`src/rtl/mem_stage_ctrl.sv`:
```
// +--------------------------------------------------------------------------+
// | Module  : mem_stage_ctrl                                                  |
// | Brief   : Load/store controller between the ALU stage and word-wide data  |
// |           memory (req/ack). Byte stores are done as read-modify-write.    |
// |           Optional macro MEM_ALIGN_CHECK_EN adds misaligned-word trapping.|
// | Revision: 1.0  initial release                                            |
// +--------------------------------------------------------------------------+
`default_nettype none

module mem_stage_ctrl #(
  parameter int unsigned ADDR_W        = 10,
  parameter logic        SIGN_EXT_BYTE = 1'b0
) (
  input  logic              Clk,
  input  logic              Reset,
  input  logic              Start,
  input  logic [31:0]       ALU_out,
  input  logic [31:0]       RF_B,
  input  logic              Mem_WrEn,
  input  logic              ByteOp,
  output logic              Busy,
  output logic              Done,
  output logic [31:0]       MEM_out,
  output logic              Mem_req,
  output logic              Mem_we,
  output logic [ADDR_W-1:0] Mem_addr,
  output logic [31:0]       Mem_wdata,
  input  logic              Mem_ack,
`ifdef MEM_ALIGN_CHECK_EN
  input  logic [31:0]       Mem_rdata,
  output logic              Misaligned
`else
  input  logic [31:0]       Mem_rdata
`endif
);

  localparam logic [1:0] S_IDLE = 2'd0;
  localparam logic [1:0] S_RD   = 2'd1;
  localparam logic [1:0] S_WR   = 2'd2;
  localparam logic [1:0] S_DONE = 2'd3;

  logic [1:0]        state_q, state_d;
  logic [ADDR_W+1:0] addr_q, addr_d;
  logic [31:0]       data_q, data_d;
  logic              store_q, store_d;
  logic              byte_q, byte_d;
  logic [31:0]       wdata_q, wdata_d;
  logic [31:0]       mem_out_q, mem_out_d;
`ifdef MEM_ALIGN_CHECK_EN
  logic              misaligned_q, misaligned_d;
`endif

  logic [7:0]  rd_lane;
  logic [31:0] load_word;
  logic [31:0] merge_word;

  // Upper address bits beyond the memory size are intentionally dropped.
  logic unused_alu_hi;
  assign unused_alu_hi = &{1'b0, ALU_out[31:ADDR_W+2]};

  // Lane select and read-modify-write merge, little-endian byte order.
  always_comb begin
    rd_lane    = Mem_rdata[8*addr_q[1:0] +: 8];
    merge_word = Mem_rdata;
    merge_word[8*addr_q[1:0] +: 8] = data_q[7:0];
    if (!byte_q) begin
      load_word = Mem_rdata;
    end else if (SIGN_EXT_BYTE) begin
      load_word = {{24{rd_lane[7]}}, rd_lane};
    end else begin
      load_word = {24'd0, rd_lane};
    end
  end

  always_comb begin
    state_d   = state_q;
    addr_d    = addr_q;
    data_d    = data_q;
    store_d   = store_q;
    byte_d    = byte_q;
    wdata_d   = wdata_q;
    mem_out_d = mem_out_q;
`ifdef MEM_ALIGN_CHECK_EN
    misaligned_d = misaligned_q;
`endif
    case (state_q)
      S_IDLE: begin
        if (Start) begin
          addr_d  = ALU_out[ADDR_W+1:0];
          data_d  = RF_B;
          store_d = Mem_WrEn;
          byte_d  = ByteOp;
`ifdef MEM_ALIGN_CHECK_EN
          if (!ByteOp && (ALU_out[1:0] != 2'b00)) begin
            state_d      = S_DONE;
            misaligned_d = 1'b1;
          end else
`endif
          if (Mem_WrEn && !ByteOp) begin
            state_d = S_WR;
            wdata_d = RF_B;
          end else begin
            state_d = S_RD;
          end
        end
      end
      S_RD: begin
        if (Mem_ack) begin
          if (store_q) begin
            wdata_d = merge_word;
            state_d = S_WR;
          end else begin
            mem_out_d = load_word;
            state_d   = S_DONE;
          end
        end
      end
      S_WR: begin
        if (Mem_ack) begin
          state_d = S_DONE;
        end
      end
      S_DONE: begin
        state_d = S_IDLE;
`ifdef MEM_ALIGN_CHECK_EN
        misaligned_d = 1'b0;
`endif
      end
      default: state_d = S_IDLE;
    endcase
  end

  always_ff @(posedge Clk) begin
    if (Reset) begin
      state_q   <= S_IDLE;
      addr_q    <= '0;
      data_q    <= '0;
      store_q   <= 1'b0;
      byte_q    <= 1'b0;
      wdata_q   <= '0;
      mem_out_q <= '0;
`ifdef MEM_ALIGN_CHECK_EN
      misaligned_q <= 1'b0;
`endif
    end else begin
      state_q   <= state_d;
      addr_q    <= addr_d;
      data_q    <= data_d;
      store_q   <= store_d;
      byte_q    <= byte_d;
      wdata_q   <= wdata_d;
      mem_out_q <= mem_out_d;
`ifdef MEM_ALIGN_CHECK_EN
      misaligned_q <= misaligned_d;
`endif
    end
  end

  assign Busy      = (state_q != S_IDLE);
  assign Done      = (state_q == S_DONE);
  assign Mem_req   = (state_q == S_RD) || (state_q == S_WR);
  assign Mem_we    = (state_q == S_WR);
  assign Mem_addr  = addr_q[ADDR_W+1:2];
  assign Mem_wdata = wdata_q;
  assign MEM_out   = mem_out_q;
`ifdef MEM_ALIGN_CHECK_EN
  assign Misaligned = misaligned_q;
`endif

endmodule

`default_nettype wire

```
`config.mk`:
```
export PLATFORM = sky130hd
export DESIGN_NAME = mem_stage_ctrl
export DESIGN_NICKNAME = d
export VERILOG_FILES = /design/src/rtl/mem_stage_ctrl.sv
export SDC_FILE = /design/constraint.sdc
export NUM_CORES = 1
export LEC_CHECK = 0
export ABC_AREA = 1
export CORE_MARGIN = 10
export CORE_UTILIZATION = 45
export CTS_BUF_LIST = sky130_fd_sc_hd__clkbuf_8
export DETAILED_ROUTE_END_ITERATION = 6
export PLACE_DENSITY = 0.91
export SYNTH_ARGS = -nofsm -noshare
export SYNTH_HDL_FRONTEND = slang
export SYNTH_SLANG_ARGS = --single-unit
```
`constraint.sdc`:
```
create_clock -name Clk -period 2.1 [get_ports Clk]
set_input_delay 0.63 -clock Clk [delete_from_list [all_inputs] [get_ports Clk]]
set_output_delay 0.63 -clock Clk [all_outputs]
set_load 0.02 [all_outputs]
```
After elaboration in Yosys (flattened, before gate mapping)
Index checks and enable logic that the tools add are counted.
{"block": "word_totals", "ff_bits": 88}
{"block": "op_classes", "eq_ne": 8, "n_mux": 13, "n_bitwise": 1, "n_reduce_logical": 10, "addsub": 1, "n_shift": 3}
{"op": "32-bit 2-to-1 mux", "count": 5}
{"op": "32-bit case mux with 2 select lines", "count": 1}
{"op": "5-bit negation with 34-bit output", "count": 1}
{"op": "8-bit by 34-bit variable shift with 32-bit output (first input constant)", "count": 1}
{"op": "8-bit by 34-bit indexed part select with 32-bit output", "count": 1}
{"op": "32-bit bitwise mux", "count": 1}
{"op": "32-bit by 6-bit indexed part select with 8-bit output", "count": 1}
{"op": "2-bit 2-to-1 mux", "count": 4}
{"op": "2-bit inequality test (second input constant)", "count": 4}
{"op": "2-bit case mux with 4 select lines", "count": 1}
{"op": "3-bit AND reduction", "count": 2}
{"op": "5-bit AND reduction", "count": 1}
{"op": "2-bit == test (second input constant)", "count": 2}
{"op": "2-bit nonzero test", "count": 2}
{"op": "2-bit by 1-bit == test with 1-bit output (second input constant)", "count": 1}
{"op": "2-bit logical NOT", "count": 1}
{"op": "2-bit by 1-bit inequality test with 1-bit output (second input constant)", "count": 1}
{"op": "2-bit AND reduction", "count": 1}
{"op": "1-bit logical AND", "count": 1}
{"op": "1-bit logical NOT", "count": 1}
{"op": "1-bit logical OR", "count": 1}
{"op": "1-bit 2-to-1 mux", "count": 1}
{"op": "1-bit inverter", "count": 1}

Logic depth before layout (Yosys ltp)
{"block": "depth", "word_depth": 6, "ltp_mapped": 10, "depth_no_buf": 9}

Least setup slack after synthesis
No wires, ideal clock.
{"block": "synth_path", "kind": "register -> register", "start": "reg addr_q[0]", "end": "reg wdata_q[0], in the netlist Mem_wdata[0]", "arrival_ns": 1.619, "slack_ns": 0.411, "t_required_ns": 2.030, "period_less_slack_ns": 1.689, "stages_incl_launch_ff": 9, "n_path_buf": 1, "setup_time_ns": 0.070, "cell_sequence": "dfxtp_1 > inv_2 > buf_2 > ha_1 > inv_1 > nand3_1 > o21ai_0 > nand3_2 > a21oi_2"}
{"block": "synth_between", "elab_chain_len": 6, "elab_cells_between_ends": 7, "classes_between": "add/sub: 1; shift: 2; mux: 4"}
{"item": "start, declared", "line": "43", "source": "logic [ADDR_W+1:0] addr_q, addr_d;"}
{"item": "start signal, assigned", "line": "147", "source": "addr_q <= addr_d;"}
{"item": "5-bit negation with 34-bit output *", "line": "65", "source": "merge_word[8*addr_q[1:0] +: 8] = data_q[7:0];"}
{"item": "8-bit by 34-bit indexed part select with 32-bit output or 8-bit by 34-bit variable shift with 32-bit output (tied branches)", "line": "65"}
{"item": "32-bit bitwise mux *", "line": "65"}
{"item": "32-bit 2-to-1 mux *", "line": "109", "source": "if (store_q) begin"}
{"item": "32-bit 2-to-1 mux *", "line": "108", "source": "if (Mem_ack) begin"}
{"item": "32-bit case mux with 2 select lines *", "line": "86", "source": "case (state_q)"}
{"item": "end signal, assigned", "line": "151", "source": "wdata_q <= wdata_d;"}
{"item": "end, declared", "line": "47", "source": "logic [31:0] wdata_q, wdata_d;"}
Every way passes the cells marked *; elsewhere a longest branch is shown, timed or not. The select of a mux whose other input is x is not followed.
A chain may end at the register's enable or synchronous reset.

Worst setup path after layout
{"block": "layout_path", "start": "reg state_q[0]", "end": "out Mem_we"}
{"block": "layout_between", "elab_chain_len": 1}
{"item": "start, declared", "line": "42", "source": "logic [1:0] state_q, state_d;"}
{"item": "start signal, assigned", "line": "146", "source": "state_q <= state_d;"}
{"item": "2-bit == test", "line": "162", "source": "assign Mem_we = (state_q == S_WR);"}
{"item": "end, declared", "line": "25", "source": "output logic Mem_we,"}
No other way between the ends.

==> flow_summary.ini <==
[pwr]
pwr-share-clk_pct = 14.0
p_int_mw = 4.595
peakVddDrop_mv = 0.7099
seqPwrFrac_pct = 30.6
comb_power_share_pct = 55.3
power.density_mw_per_mm2 = 1279
switchingPower_mw = 3.564
p_leak_nw = 2.463
p_sw_share_pct = 43.68

[timing]
fin_worst_skew_ns = 0.007883
rsz0062_at_grt = false
min_period_ns = 1.996
worstMarginPinSlew_ns = 0.4849
finalSetupViolCount = 0
fmax_mhz = 501.0
setup_tns_ns = 0
hold_violations = 0
max_slew_margin_pct = 67.46
slew_violations = 0
holdWs_ns = 0.4674
period_share_pct = 95.06
finalWorstSetupSlack_ns = 0.1038

[drt]
vias = 4732
antenna_left = 0
drc = 0
wire_per_inst_um = 15.98
drt_iter0_markers = 549
drt_pass1_iterations = 5
wl_um = 14830
viasPerCell = 5.099

[yosys]
synthesis.nets = 761
synth_edf_count = 0
ys.flop_type = dfxtp_1
synth_warnings = 0
syn_inst = 649
syn_area_mm2 = 0.004563
syn_area_per_cell_um2 = 7.031
ys_seq_area_share_pct = 38.61
yosysUniqueCellTypes = 23
ys_ff_latch = 88
ys_async_sr_fraction_pct = 0

[floorplanning]
dieWidth_um = 120.7
ios = 180
die_h_um = 120.7
initial_utilization_pct = 46.47
rows = 36
dieArea_mm2 = 0.01457
core-area_mm2 = 0.009819

[setup_path]
critical_path.max_stage_delay_ns = 0.35
critPathMaxFanout = 4
r2r-end = Mem_wdata[17]$_SDFFE_PP0P_
worstSetupPathType = register to output pin
start_kind = register
crit_slowest_cell = dlygate4sd2_1
r2r-start = addr_q[0]$_SDFFE_PP0P_
cp-end-kind = output pin
cp_cell_sequence = inv_1 > ha_1 > dlygate4sd2_1
cp_num_buf_inv = 2
cpLargestDelayFamily = buffers and inverters
cp.arrival_ns = 1.37
worstRegToRegCells = 9
reg2reg_slack_ns = 0.21
required_ns = 1.47

[layout]
nets = 902
syn_to_final_growth_pct = 39.81
layout_commonest_cell = clkdlybuf4s50_1
drive_gt1_share_pct = 12.33
mostFrequentLayoutCells = 155 x clkdlybuf4s50_1, 133 x nand2_1, 93 x a21oi_1, 87 x dfxtp_1, 73 x o21ai_0
n_antenna_cell = 0

[min_path]
hold_path.class = register to register
min_from = MEM_out[16]$_SDFFE_PP0P_
hold_depth = 2
min_to = MEM_out[16]$_SDFFE_PP0P_

[global_route]
grt_usage_pct = 19.83
gr-usage-met1_pct = 24.26
grt_first_pass_wirelength_um = 23470
grtUsageMet2_pct = 31.98
grt.overflow.total = 0
use_met3_pct = 5.584
grt_start_max_net_pins = 56
grt_pass1_vias = 4537
busiest_layer = met2
antenna_found_initial = 0

[clock_tree]
cts.sinks = 88
cts_root_buf = clkbuf_8
htree_levels = 3
postCtsHoldBufs = 0
cts_tree = yes
worstSkewPairLatency_ns = 0.36
max-clock-path-buffers = 2
clk_pin_slew_ns = 0.08
cts_made_buffers = 9

[flow_run]
maxCapViolations = 0

[status]
status = complete, no violations

[placed_design]
dp_hpwl_um = 11550
dp_slack_ns = 0.07785
io_buffers = 159
gp_congestion = 0.8839
==> final cells by class <==
cell class / count / area [um^2]
repair buffers: 177 / 1752
inverters: 33 / 123.9
fillers: 905 / 3440
flip-flops and latches: 88 / 1763
clock buffers: 9 / 123.9
multi-input cells: 481 / 2387
well taps: 133 / 166.4
clock inverters: 7 / 63.81
==> worst max path at each step <==
stage / from / end / cells after the start
CTS: state_q[0]$_SDFFE_PP0P_ / Mem_req / 3
floorplan: addr_q[0]$_SDFFE_PP0P_ / Mem_wdata[0]$_SDFFE_PP0P_ / 8
finish: state_q[0]$_SDFFE_PP0P_ / Mem_we / 3
global placement: Mem_ack / Mem_wdata[19]$_SDFFE_PP0P_ / 9
global route: state_q[0]$_SDFFE_PP0P_ / Mem_we / 3
detailed placement: ByteOp / Mem_wdata[6]$_SDFFE_PP0P_ / 9
==> routing by layer <==
layer,up-vias,routed length [um]
met3,33,1249
met2,211,6829
li1,2398,-
met4,0,410
met5,-,0
met1,2090,6340
==> kinds of logic (layout without fill, tap and decap cells) <==
logic type,after synthesis,after routing,synth area share [%]
AND/OR/NAND/NOR,289,289,28.74
AO/OA/AOI/OAI,182,182,20.70
flip-flops,88,88,38.61
buffers and inverters,80,226,9.213
adder cells (fa/ha/maj),10,10,2.742
==> stage by stage <==
stage	cells	cell area, um^2	total power [mW]	utilization, %
2_1_floorplan	649	4563	5.381	-
3_3_place_gp	912	6197	6.964	63.11
3_5_place_dp	912	6197	7.044	63.11
4_1_cts	928	6382	8.175	65.00
5_1_grt	928	6380	8.750	64.97
6_report	928	6380	8.159	64.97
==> synthesized netlist by cell type, types with 9 or more instances <==
| cell type | n | share of area [%] |
|---|---|---|
| inv_1 | 24 | 2.0 |
| nand3_1 | 35 | 3.8 |
| nor2_1 | 72 | 5.9 |
| a21oi_2 | 9 | 1.7 |
| or2_2 | 32 | 4.4 |
| nand3_2 | 10 | 2.2 |
| dfxtp_1 | 88 | 39 |
| o21ai_0 | 73 | 8.0 |
| a21oi_1 | 93 | 10 |
| clkbuf_1 | 19 | 1.6 |
| buf_4 | 10 | 1.6 |
| ha_1 | 10 | 2.7 |
| nand2_1 | 133 | 11 |
| buf_2 | 9 | 0.99 |
==> timing repair <==
action	4_1_cts	5_1_grt
setup buffers	0	0
resized for setup	6	4
pin swaps	0	0
endpoints found under the setup margin	4	6
==> state kept, by name, indices dropped and copies added (netlist names) <==
name / flops
state_q: 2
addr_q: 12
byte_q: 1
Mem_wdata: 32
store_q: 1
MEM_out: 32
data_q: 8
==> power by group through the flow <==
stage / combinational (mW) / sequential, mW / clock, mW
2_1_floorplan: 2.43 / 2.95 / 0
5_1_grt: 4.96 / 2.57 / 1.22
6_report: 4.52 / 2.50 / 1.14
3_5_place_dp: 4.52 / 2.52 / 0
4_1_cts: 4.52 / 2.49 / 1.16
3_3_place_gp: 4.46 / 2.50 / 0
==> worst reg2reg max path, delay by kind of cell (launching register included) <==
family	cells	cell delay (ns)
flops	1	0.38
simple gates	3	0.36
buf+inv	3	0.44
fa+ha+maj	1	0.20
compound gates	2	0.44
Note: power is estimated with default switching activity, not from simulation.
